**config.mk**
```make
export PLATFORM = sky130hd
export DESIGN_NAME = data_mem_ctrl_flat
export DESIGN_NICKNAME = d
export VERILOG_FILES = /design/src/rtl/dmem_pkg.sv /design/src/rtl/dmem_if.sv /design/src/rtl/dmem_lane_align.sv /design/src/rtl/data_mem_ctrl.sv /design/src/flat_wrapper.sv
export SDC_FILE = /design/constraint.sdc
export NUM_CORES = 1
export LEC_CHECK = 0
export ABC_AREA = 0
export BUFFER_PORTS_ARGS = -buffer_cell sky130_fd_sc_hd__buf_2
export CORE_MARGIN = 4
export CORE_UTILIZATION = 53
export DETAILED_ROUTE_END_ITERATION = 6
export PLACE_DENSITY = 0.83
export REMOVE_ABC_BUFFERS = 1
export SETUP_SLACK_MARGIN = 0.1
export SYNTH_ARGS = -nofsm -noshare
export SYNTH_HDL_FRONTEND = slang
export SYNTH_SLANG_ARGS = --single-unit
```
**constraint.sdc**
```tcl
create_clock -name clk_i -period 3.9 [get_ports clk_i]
set_clock_uncertainty 0.1 [all_clocks]
set_input_delay 0.195 -clock clk_i [delete_from_list [all_inputs] [get_ports clk_i]]
set_output_delay 0.195 -clock clk_i [all_outputs]
set_load 0.005 [all_outputs]
```
**src/rtl/dmem_pkg.sv**
```systemverilog
`default_nettype none
// ============================================================================
//  Module      : dmem_pkg
//  Description : Shared encodings for the multi-cycle data-memory controller:
//                access sizes, FSM states, byte-enable patterns, counter width.
//  Revision    : 1.0 - initial release
// ============================================================================
package dmem_pkg;

   localparam logic [1:0] SZ_BYTE = 2'b00;
   localparam logic [1:0] SZ_HALF = 2'b01;
   localparam logic [1:0] SZ_WORD = 2'b10;

   localparam logic [3:0] BE_NONE    = 4'b0000;
   localparam logic [3:0] BE_B0      = 4'b0001;
   localparam logic [3:0] BE_LO_HALF = 4'b0011;
   localparam logic [3:0] BE_HI_HALF = 4'b1100;
   localparam logic [3:0] BE_WORD    = 4'b1111;

   localparam int CNT_W = 8;

   typedef enum logic [1:0] {
      IDLE   = 2'd0,
      ACCESS = 2'd1,
      DONE   = 2'd2
   } state_t;

endpackage
`default_nettype wire

```
**src/rtl/dmem_if.sv**
```systemverilog
`default_nettype none
// ============================================================================
//  Module      : dmem_if
//  Description : Request/acknowledge bus between the controller (master) and
//                the variable-latency data memory (slave).
//  Revision    : 1.0 - initial release
// ============================================================================
interface dmem_if #(
   parameter int ADDR_W = 32
);
   logic              mem_req_o;
   logic              mem_we_o;
   logic [ADDR_W-1:0] mem_addr_o;
   logic [31:0]       mem_wdata_o;
   logic [3:0]        mem_be_o;
   logic              mem_ack_i;
   logic [31:0]       mem_rdata_i;

   modport master (
      output mem_req_o, mem_we_o, mem_addr_o, mem_wdata_o, mem_be_o,
      input  mem_ack_i, mem_rdata_i
   );

   modport slave (
      input  mem_req_o, mem_we_o, mem_addr_o, mem_wdata_o, mem_be_o,
      output mem_ack_i, mem_rdata_i
   );
endinterface
`default_nettype wire

```
**src/rtl/dmem_lane_align.sv**
```systemverilog
`default_nettype none
// ============================================================================
//  Module      : dmem_lane_align
//  Description : Purely combinational lane logic: store byte-enables and data
//                replication, misalignment detection, load extract/extend.
//  Revision    : 1.0 - initial release
// ============================================================================
module dmem_lane_align
   import dmem_pkg::*;
(
   input  logic [1:0]  st_size,
   input  logic [1:0]  st_off,
   input  logic [31:0] st_wdata,
   output logic [3:0]  st_be,
   output logic [31:0] st_wdata_rep,
   output logic        misalign,
   input  logic [1:0]  ld_size,
   input  logic [1:0]  ld_off,
   input  logic        ld_unsigned,
   input  logic [31:0] ld_word,
   output logic [31:0] ld_data
);

   logic [7:0]  byte_sel;
   logic [15:0] half_sel;

   // Store side: enables and replicated data from size and byte offset;
   // the reserved size code behaves as a word access.
   always_comb begin
      st_be        = BE_WORD;
      st_wdata_rep = st_wdata;
      misalign     = 1'b0;
      case (st_size)
         SZ_BYTE: begin
            st_be        = BE_B0 << st_off;
            st_wdata_rep = {4{st_wdata[7:0]}};
         end
         SZ_HALF: begin
            st_be        = st_off[1] ? BE_HI_HALF : BE_LO_HALF;
            st_wdata_rep = {2{st_wdata[15:0]}};
            misalign     = st_off[0];
         end
         default: begin
            misalign     = |st_off;
         end
      endcase
   end

   // Load side: pick the addressed lane, then sign- or zero-extend.
   always_comb begin
      byte_sel = ld_word[7:0];
      case (ld_off)
         2'd1:    byte_sel = ld_word[15:8];
         2'd2:    byte_sel = ld_word[23:16];
         2'd3:    byte_sel = ld_word[31:24];
         default: byte_sel = ld_word[7:0];
      endcase
      half_sel = ld_off[1] ? ld_word[31:16] : ld_word[15:0];
      case (ld_size)
         SZ_BYTE: ld_data = {{24{~ld_unsigned & byte_sel[7]}}, byte_sel};
         SZ_HALF: ld_data = {{16{~ld_unsigned & half_sel[15]}}, half_sel};
         default: ld_data = ld_word;
      endcase
   end

endmodule
`default_nettype wire

```
**src/rtl/data_mem_ctrl.sv**
```systemverilog
`default_nettype none
// ============================================================================
//  Module      : data_mem_ctrl
//  Description : Multi-cycle data-memory controller. Latches a core load/store,
//                runs a req/ack handshake with timeout, stalls the core while
//                in flight and returns extended load data in the DONE cycle.
//  Revision    : 1.0 - initial release
// ============================================================================
module data_mem_ctrl
   import dmem_pkg::*;
#(
   parameter int TIMEOUT_CYC = 255,
   parameter int ADDR_W      = 32
) (
   input  logic              clk_i,
   input  logic              rst_i,
   input  logic              MemRead_i,
   input  logic              MemWrite_i,
   input  logic [1:0]        size_i,
   input  logic              unsigned_i,
   input  logic [ADDR_W-1:0] addr_i,
   input  logic [31:0]       wdata_i,
   output logic [31:0]       rdata_o,
   output logic              stall_o,
   output logic              misalign_o,
   output logic              timeout_o,
   dmem_if.master            mem
);

   localparam logic [CNT_W-1:0] TO_LAST = CNT_W'(TIMEOUT_CYC - 1);

   state_t            state, state_nx;
   logic [CNT_W-1:0]  cnt;
   logic              we_r, uns_r, timeout_r;
   logic [ADDR_W-1:0] addr_r;
   logic [3:0]        be_r;
   logic [31:0]       wdata_r, rdata_r;
   logic [1:0]        off_r, size_r;

   logic              stall, misal, latch_en, done_ack, done_to;
   logic [3:0]        st_be;
   logic [31:0]       st_wdata_rep, ld_data;
   logic              misalign_w;

   dmem_lane_align u_align (
      .st_size      (size_i),
      .st_off       (addr_i[1:0]),
      .st_wdata     (wdata_i),
      .st_be        (st_be),
      .st_wdata_rep (st_wdata_rep),
      .misalign     (misalign_w),
      .ld_size      (size_r),
      .ld_off       (off_r),
      .ld_unsigned  (uns_r),
      .ld_word      (mem.mem_rdata_i),
      .ld_data      (ld_data)
   );

   // State register; reset abandons any in-flight access.
   always_ff @(posedge clk_i or negedge rst_i) begin
      if (!rst_i) state <= IDLE;
      else        state <= state_nx;
   end

   // Next-state and core-facing control; misaligned requests never leave IDLE.
   always_comb begin
      state_nx = state;
      stall    = 1'b0;
      misal    = 1'b0;
      latch_en = 1'b0;
      done_ack = 1'b0;
      done_to  = 1'b0;
      case (state)
         IDLE: begin
            if (MemRead_i | MemWrite_i) begin
               if (misalign_w) begin
                  misal = 1'b1;
               end else begin
                  stall    = 1'b1;
                  latch_en = 1'b1;
                  state_nx = ACCESS;
               end
            end
         end
         ACCESS: begin
            stall = 1'b1;
            if (mem.mem_ack_i) begin
               done_ack = 1'b1;
               state_nx = DONE;
            end else if (cnt == TO_LAST) begin
               done_to  = 1'b1;
               state_nx = DONE;
            end
         end
         DONE:    state_nx = IDLE;
         default: state_nx = IDLE;
      endcase
   end

   // Request latches, wait counter, result register and sticky timeout flag.
   always_ff @(posedge clk_i or negedge rst_i) begin
      if (!rst_i) begin
         cnt       <= '0;
         we_r      <= 1'b0;
         uns_r     <= 1'b0;
         addr_r    <= '0;
         be_r      <= '0;
         wdata_r   <= '0;
         off_r     <= '0;
         size_r    <= '0;
         rdata_r   <= '0;
         timeout_r <= 1'b0;
      end else begin
         if (latch_en) begin
            cnt     <= '0;
            we_r    <= MemWrite_i;
            uns_r   <= unsigned_i;
            addr_r  <= {addr_i[ADDR_W-1:2], 2'b00};
            be_r    <= st_be;
            wdata_r <= st_wdata_rep;
            off_r   <= addr_i[1:0];
            size_r  <= size_i;
         end else if (state == ACCESS) begin
            cnt <= cnt + CNT_W'(1);
         end
         if (done_ack) rdata_r <= we_r ? '0 : ld_data;
         if (done_to) begin
            rdata_r   <= '0;
            timeout_r <= 1'b1;
         end
      end
   end

   // Combinational core outputs are forced low while reset is asserted.
   assign stall_o     = rst_i & stall;
   assign misalign_o  = rst_i & misal;
   assign timeout_o   = timeout_r;
   assign rdata_o     = (state == DONE) ? rdata_r : '0;

   assign mem.mem_req_o   = (state == ACCESS);
   assign mem.mem_we_o    = (state == ACCESS) & we_r;
   assign mem.mem_be_o    = (state == ACCESS) ? be_r : BE_NONE;
   assign mem.mem_addr_o  = addr_r;
   assign mem.mem_wdata_o = wdata_r;

endmodule
`default_nettype wire
```
**src/flat_wrapper.sv**
```systemverilog
// flat-port wrapper written by rule: the top's interface ports become plain ports
module data_mem_ctrl_flat import dmem_pkg::*;
#(
   parameter int TIMEOUT_CYC = 255,
   parameter int ADDR_W      = 32
)
  (clk_i, rst_i, MemRead_i, MemWrite_i, size_i, unsigned_i, addr_i, wdata_i, rdata_o, stall_o, misalign_o, timeout_o, mem_mem_req_o, mem_mem_we_o, mem_mem_addr_o, mem_mem_wdata_o, mem_mem_be_o, mem_mem_ack_i, mem_mem_rdata_i);
  dmem_if #(.ADDR_W(ADDR_W)) mem_i ();
  input  logic clk_i;
  input  logic rst_i;
  input  logic MemRead_i;
  input  logic MemWrite_i;
  input  logic [1:0] size_i;
  input  logic unsigned_i;
  input  logic [ADDR_W-1:0] addr_i;
  input  logic [31:0] wdata_i;
  output logic [31:0] rdata_o;
  output logic stall_o;
  output logic misalign_o;
  output logic timeout_o;
  output wire logic [$bits(mem_i.mem_req_o)-1:0] mem_mem_req_o;
  output wire logic [$bits(mem_i.mem_we_o)-1:0] mem_mem_we_o;
  output wire logic [$bits(mem_i.mem_addr_o)-1:0] mem_mem_addr_o;
  output wire logic [$bits(mem_i.mem_wdata_o)-1:0] mem_mem_wdata_o;
  output wire logic [$bits(mem_i.mem_be_o)-1:0] mem_mem_be_o;
  input wire logic [$bits(mem_i.mem_ack_i)-1:0] mem_mem_ack_i;
  input wire logic [$bits(mem_i.mem_rdata_i)-1:0] mem_mem_rdata_i;
  assign mem_mem_req_o = mem_i.mem_req_o;
  assign mem_mem_we_o = mem_i.mem_we_o;
  assign mem_mem_addr_o = mem_i.mem_addr_o;
  assign mem_mem_wdata_o = mem_i.mem_wdata_o;
  assign mem_mem_be_o = mem_i.mem_be_o;
  assign mem_i.mem_ack_i = mem_mem_ack_i;
  assign mem_i.mem_rdata_i = mem_mem_rdata_i;
  data_mem_ctrl #(.TIMEOUT_CYC(TIMEOUT_CYC), .ADDR_W(ADDR_W)) u_core (.clk_i(clk_i), .rst_i(rst_i), .MemRead_i(MemRead_i), .MemWrite_i(MemWrite_i), .size_i(size_i), .unsigned_i(unsigned_i), .addr_i(addr_i), .wdata_i(wdata_i), .rdata_o(rdata_o), .stall_o(stall_o), .misalign_o(misalign_o), .timeout_o(timeout_o), .mem(mem_i));
endmodule
```
==> out/qor.csv, run 1 <==
metric;value;unit
status;completed;
DIE WIDTH;110;um
fraction of layout cells with a size suffix above 1;29.6;%
hpwl dp;11000;um
area of the multi-input gates;0.00246;mm2
Worst-Margin Slew;1.29;ns
gpl congestion;0.884;
largest net degree at the start of global routing;81;
count leader, synth;nand2_1;
gr usage total;34.0;%
Synth Instances;587;
Initial Util;54.1;%
Buffers on Ports;206;
Setup WS pre-CTS;1.32;ns
Slew HR;14.3;%
Max FO, Critical Path;80;
latest clock arrival within the worst-skew pair;0.52;ns
die area;0.0122;mm2
worst setup path class;input port to primary output;
Setup-failing EPs final;0;
CTS resizes;0;
CTS tree;yes;
fin area;0.00818;mm2
TritonCTS buffer count;17;
synthesis-stage register bit count;115;
post-place instance area;0.00664;mm2
Startpoint Class;input port;
asr flop ratio synth;100;%
fillcell total;573;
Worst EP arrival;2.70;ns
Fmax;0.334;GHz
CTS clk-pin slew, worst paths;0.06;ns
top_reg_cell synth;dfrtp_1;
die height;110;um
total wire length;20800;um
final worst setup slack;0.906;ns
Remaining Overflow, GRT;0;
vias per cell;5.83;
Core Rows;37;
Netlist cell types;45;
hold_buf cts;98;
top cells by count, synth;nand2_1 (165), dfrtp_1 (115), o21ai_0 (45), and2_1 (38), mux2i_1 (33);
initial antenna violation count;2;
# DRC;0;
max-cap viol count;0;
post-synthesis sequential area ratio;51.7;%
most area-hungry cell type in the Yosys netlist;dfrtp_1;
worst min path class;input port to flop;
register area;0.00288;mm2
CP endpoint kind;primary output;
ANT nets after route;0;
Sum Neg Setup Slack;0;ns
DR WL/cell;20.2;um
VDD IR max;0.000368;V
Mapped Avg Cell Area;9.48;um2
I/O Pins;209;
post-synth top area share;51.7;%
clock sinks;115;
warnings from Yosys;0;
post-synthesis cell area;0.00556;mm2
Hold Fails Final Rpt;0;
WP data required;3.61;ns
fin nets;982;
leakage power;4.32;nW
Setup Buffers After CTS;0;
period utilisation layout;76.8;%
CTS root buf;clkbuf_8;
drt pass-1 iters;5;
Post-synth EDFFs;0;
H-Tree Depth;4;
post-layout min period;2.99;ns
largest cells by area after synthesis;dfrtp_1 (52%), nand2_1 (11%), mux2i_1 (5.9%);
PwrDens;613;mW/mm2
1st-iter DRT viols;573;
Clock Path Buffers;2;
Placeable Area;0.0103;mm2
Via Count;5986;
vias in the first global route;6238;
global-route wire length before repair;33300;um
Area growth, synth to finish;47.0;%
RSZ-0062 raised after global routing;false;
Max Slew Vio Count;0;
==> path summary, 6_finish.rpt <==
path,startpoint,endpoint,slack [ns],depth (start not counted)
max in group asynchronous,rst_i,u_core.mem.mem_wdata_o[8],2.22,3
min in group asynchronous,rst_i,u_core.rdata_r[5],0.16,2
setup reg to reg,u_core.state[1],u_core.rdata_r[18],1.25,5
setup / recovery,size_i[0],stall_o,0.91,6
hold reg to reg,u_core.timeout_o,u_core.timeout_o,0.35,1
hold / removal,mem_mem_rdata_i[15],u_core.rdata_r[15],0.02,4
==> area by class of cell <==
class,instances,share of cell area [%]
inverter,14,0.643
clock inverter,15,1.64
antenna,2,0.0612
multi-input combinational,418,30.1
clock buffer,17,5.07
timing repair buffer,310,25.2
tap,136,2.08
sequential,115,35.2
==> critical path: stages <==
cell	delay, ns
dlygate4sd3_1	0.53
buf_2	0.25
o21a_1	0.27
a2111o_2	0.97
a21oi_1	0.33
buf_2	0.15
==> per-stage QoR <==
step | total power (W) | util, % | std cells | hold WS [ns]
after floorplan | 0.00265 | - | 547 | -0.201
after global placement | 0.00324 | 64.6 | 895 | 0.149
after detailed placement | 0.00332 | 64.6 | 895 | 0.167
after CTS | 0.00486 | 79.5 | 1025 | 0.0128
after global routing | 0.00525 | 79.5 | 1026 | 0.0388
final | 0.00501 | 79.5 | 1027 | 0.0235
==> power breakdown <==
group | internal (W) | switching (W)
sequential | 0.00164 | 0.000396
combinational | 0.000694 | 0.000828
clock | 0.000846 | 0.000602
==> sequential cells by signal (all words and copies together), names as in the netlist <==
signal,flops
u_core.mem.mem_wdata_o,32
u_core.be_r,4
u_core.rdata_r,32
u_core.uns_r,1
u_core.off_r,2
u_core.we_r,1
u_core.mem.mem_addr_o,30
u_core.state,2
u_core.size_r,2
u_core.cnt,8
u_core.timeout_o,1
==> kinds of logic after synthesis <==
group	Yosys count	share of synthesized area [%]
flip-flops	115	51.7
adder cells (fa/ha/maj)	2	0.450
multiplexers	42	7.96
AND/OR/NAND/NOR	258	21.0
other	1	0.0674
buffers and inverters	55	4.39
AO/OA/AOI/OAI	114	14.4
==> layout by cell type, fill, tap and decap left out, drive strengths merged, types with 3 or more instances in the layout <==
master         n
o2bb2ai        8
a221oi         8
mux2i         33
a21oi         14
inv           17
dlygate4sd3   98
clkbuf        17
a21o          10
dfrtp        115
nor2b          9
o21ai         46
nor2          15
and2          38
nand3          8
clkinv         5
mux2           8
buf          212
nand4          3
a221o         16
nand2b        12
clkinvlp       6
nand2        165
==> per-layer routing <==
metal	routed length [um]	part of all wire (%)	track usage, %
met2	10000	48	55.9
met3	2130	10	9.81
met4	1210	5.8	20.0
met5	19	0.091	0
met1	7410	36	39.4
Note: power is estimated with default switching activity, not from simulation.
==> run 2, diff against run 1 <==
--- a/config.mk
+++ b/config.mk
@@ -8,9 +8,9 @@
 export ABC_AREA = 0
 export BUFFER_PORTS_ARGS = -buffer_cell sky130_fd_sc_hd__buf_2
 export CORE_MARGIN = 4
-export CORE_UTILIZATION = 53
+export CORE_UTILIZATION = 50
 export DETAILED_ROUTE_END_ITERATION = 6
-export PLACE_DENSITY = 0.83
+export PLACE_DENSITY = 0.79
 export REMOVE_ABC_BUFFERS = 1
 export SETUP_SLACK_MARGIN = 0.1
 export SYNTH_ARGS = -nofsm -noshare
==> constraint.sdc (replaced) <==
create_clock -name clk_i -period 2.97 [get_ports clk_i]
set_clock_uncertainty 0.1 [all_clocks]
set_input_delay 0.1485 -clock clk_i [delete_from_list [all_inputs] [get_ports clk_i]]
set_output_delay 0.1485 -clock clk_i [all_outputs]
set_load 0.005 [all_outputs]
==> out/qor.csv, run 2 (same netlist as run 1, synthesis figures left out) <==
metric;value;unit;change
status;completed;;
post-place instance area;0.00670;mm2;+0.90%
most used cells in the layout excluding fill and tap cells;buf_2 (205), nand2_1 (165), dfrtp_1 (115);;
Placed Cells;903;;+0.89%
die area;0.0129;mm2;+5.6%
WP data required;2.72;ns;-0.89 ns
TritonCTS buffer count;17;;unchanged
CTS resizes;0;;unchanged
final core occ;76.4;%;-3.2 points
PwrDens;794;mW/mm2;+30%
Setup-failing EPs final;0;;unchanged
Initial Util;51.1;%;-3.0 points
worst setup path class;input port to primary output;;
Area growth, synth to finish;49.5;%;
Buffers on Ports;206;;unchanged
total wire length;19800;um;-4.7%
Hold Fails Final Rpt;0;;unchanged
VDD IR max;0.000525;V;+43%
Max Slew Vio Count;0;;unchanged
CTS clk-pin slew, worst paths;0.06;ns;about the same
global-route wire length before repair;31400;um;-5.7%
hpwl dp;11300;um;+2.6%
Worst-Margin Slew;0.815;ns;-0.471 ns
Max FO, Critical Path;46;;-43%
Core Rows;38;;+2.7%
max incr delay on CP;0.78;ns;-0.19 ns
fraction of layout cells with a size suffix above 1;29.7;%;+0.12 points
drt pass-1 iters;5;;unchanged
ANT nets after route;0;;unchanged
DIE WIDTH;113;um;+2.7%
DR WL/cell;19.0;um;-5.9%
initial antenna violation count;1;;-1
vias per cell;5.63;;-3.4%
fin nets;992;;+1.0%
CP Cell Sequence;dlygate4sd3_1, buf_2, o21a_1, a2111o_2, a21oi_1, buf_2;;
largest net degree at the start of global routing;116;;+43%
reg-to-reg startpoint;u_core.state[1];;
post-layout min period;2.66;ns;
Crit. Startpoint;size_i[0];;
Via Count;5858;;-2.1%
gr usage total;31.2;%;-2.8 points
period utilisation layout;89.6;%;
CP endpoint kind;primary output;;
Critical Path Slowest Stage Cell;a2111o_2;;
clock sinks;115;;unchanged
Worst EP arrival;2.41;ns;-0.29 ns
commonest non-fill, non-tap cell in the layout;buf_2;;
CTS tree;yes;;
I/O Pins;209;;unchanged
H-Tree Depth;4;;unchanged
r2r setup slk;0.70;ns;-0.55 ns
latest clock arrival within the worst-skew pair;0.51;ns;about the same
Worst R2R End;u_core.rdata_r[19];;
R2R cell count;6;;+1
min-delay src;mem_mem_rdata_i[7];;
fin area;0.00831;mm2;+1.7%
Clock Path Buffers;2;;unchanged
fin cells;1040;;+1.3%
1st-iter DRT viols;482;;-16%
leakage power;4.38;nW;+1.4%
vias in the first global route;6160;;-1.3%
fillcell total;652;;+14%
gpl congestion;0.897;;+1.4%
Top cell by count, worst path;buf_2;;
CP Capture Point;stall_o;;
RSZ-0062 raised after global routing;false;;
CTS root buf;clkbuf_8;;
Slew HR;45.7;%;+31 points
max-cap viol count;0;;unchanged
register area;0.00288;mm2;unchanged
Fmax;0.376;GHz;
die height;113;um;+2.7%
Remaining Overflow, GRT;0;;unchanged
area of the multi-input gates;0.00246;mm2;unchanged
# DRC;0;;unchanged
Startpoint Class;input port;;
worst min path class;input port to flop;;
Placeable Area;0.0109;mm2;+5.9%
==> run 2: worst max-delay path, delay by kind of cell <==
| family | cells | cell delay, ns |
|---|---|---|
| AOI/OAI and AO/OA | 3 | 1.29 |
| buffers and inverters | 3 | 0.95 |
==> run 2: timing repair <==
item | in CTS | in global routing
hold buffers | 104 | 0
hold endpoints to repair | 217 | 0
buffers inserted | 0 | 0
==> run 2: final cells by class <==
type,count,share of cell area [%]
Antenna cell,1,0.0301
Clock buffer,19,5.31
Clock inverter,13,1.53
Inverter,14,0.632
Multi-Input combinational cell,418,29.6
Sequential cell,115,34.6
Tap cell,140,2.11
Timing Repair Buffer,320,26.2
==> run 2: per-stage QoR <==
| step | setup WS (ns) | hold slack (ns) | setup TNS, ns | power (W) |
|---|---|---|---|---|
| after CTS | 0.351 | 0.0103 | 0 | 0.00646 |
| after global routing | 0.208 | 0.0493 | 0 | 0.00696 |
| after global placement | 0.852 | 0.214 | 0 | 0.00428 |
| after floorplan | -0.488 | -0.247 | -10.68 | 0.00348 |
| after detailed placement | 0.729 | 0.216 | 0 | 0.00439 |
| final | 0.309 | 0.0305 | 0 | 0.00660 |
==> run 2: worst min path at each step <==
stage,endpoint,cells after the start
4_1_cts,u_core.rdata_r[13],4
3_3_place_gp,u_core.rdata_r[3],2
5_1_grt,u_core.rdata_r[13],4
3_5_place_dp,u_core.rdata_r[3],2
6_report,u_core.rdata_r[7],4
2_1_floorplan,u_core.be_r[0],0
==> run 2: metal layers <==
layer	global-route usage, %	vias up	routed length (um)
li1	-	2588	-
met1	36.1	2787	7170
met2	51.3	395	9570
met3	10.5	88	2050
met4	16.5	0	1010
met5	0	-	0
==> run 2: power by group <==
part	leakage (nW)	internal (W)	switching [W]
clock network	0.259	0.00116	0.000778
logic	2.66	0.000939	0.00109
registers	1.45	0.00216	0.000481
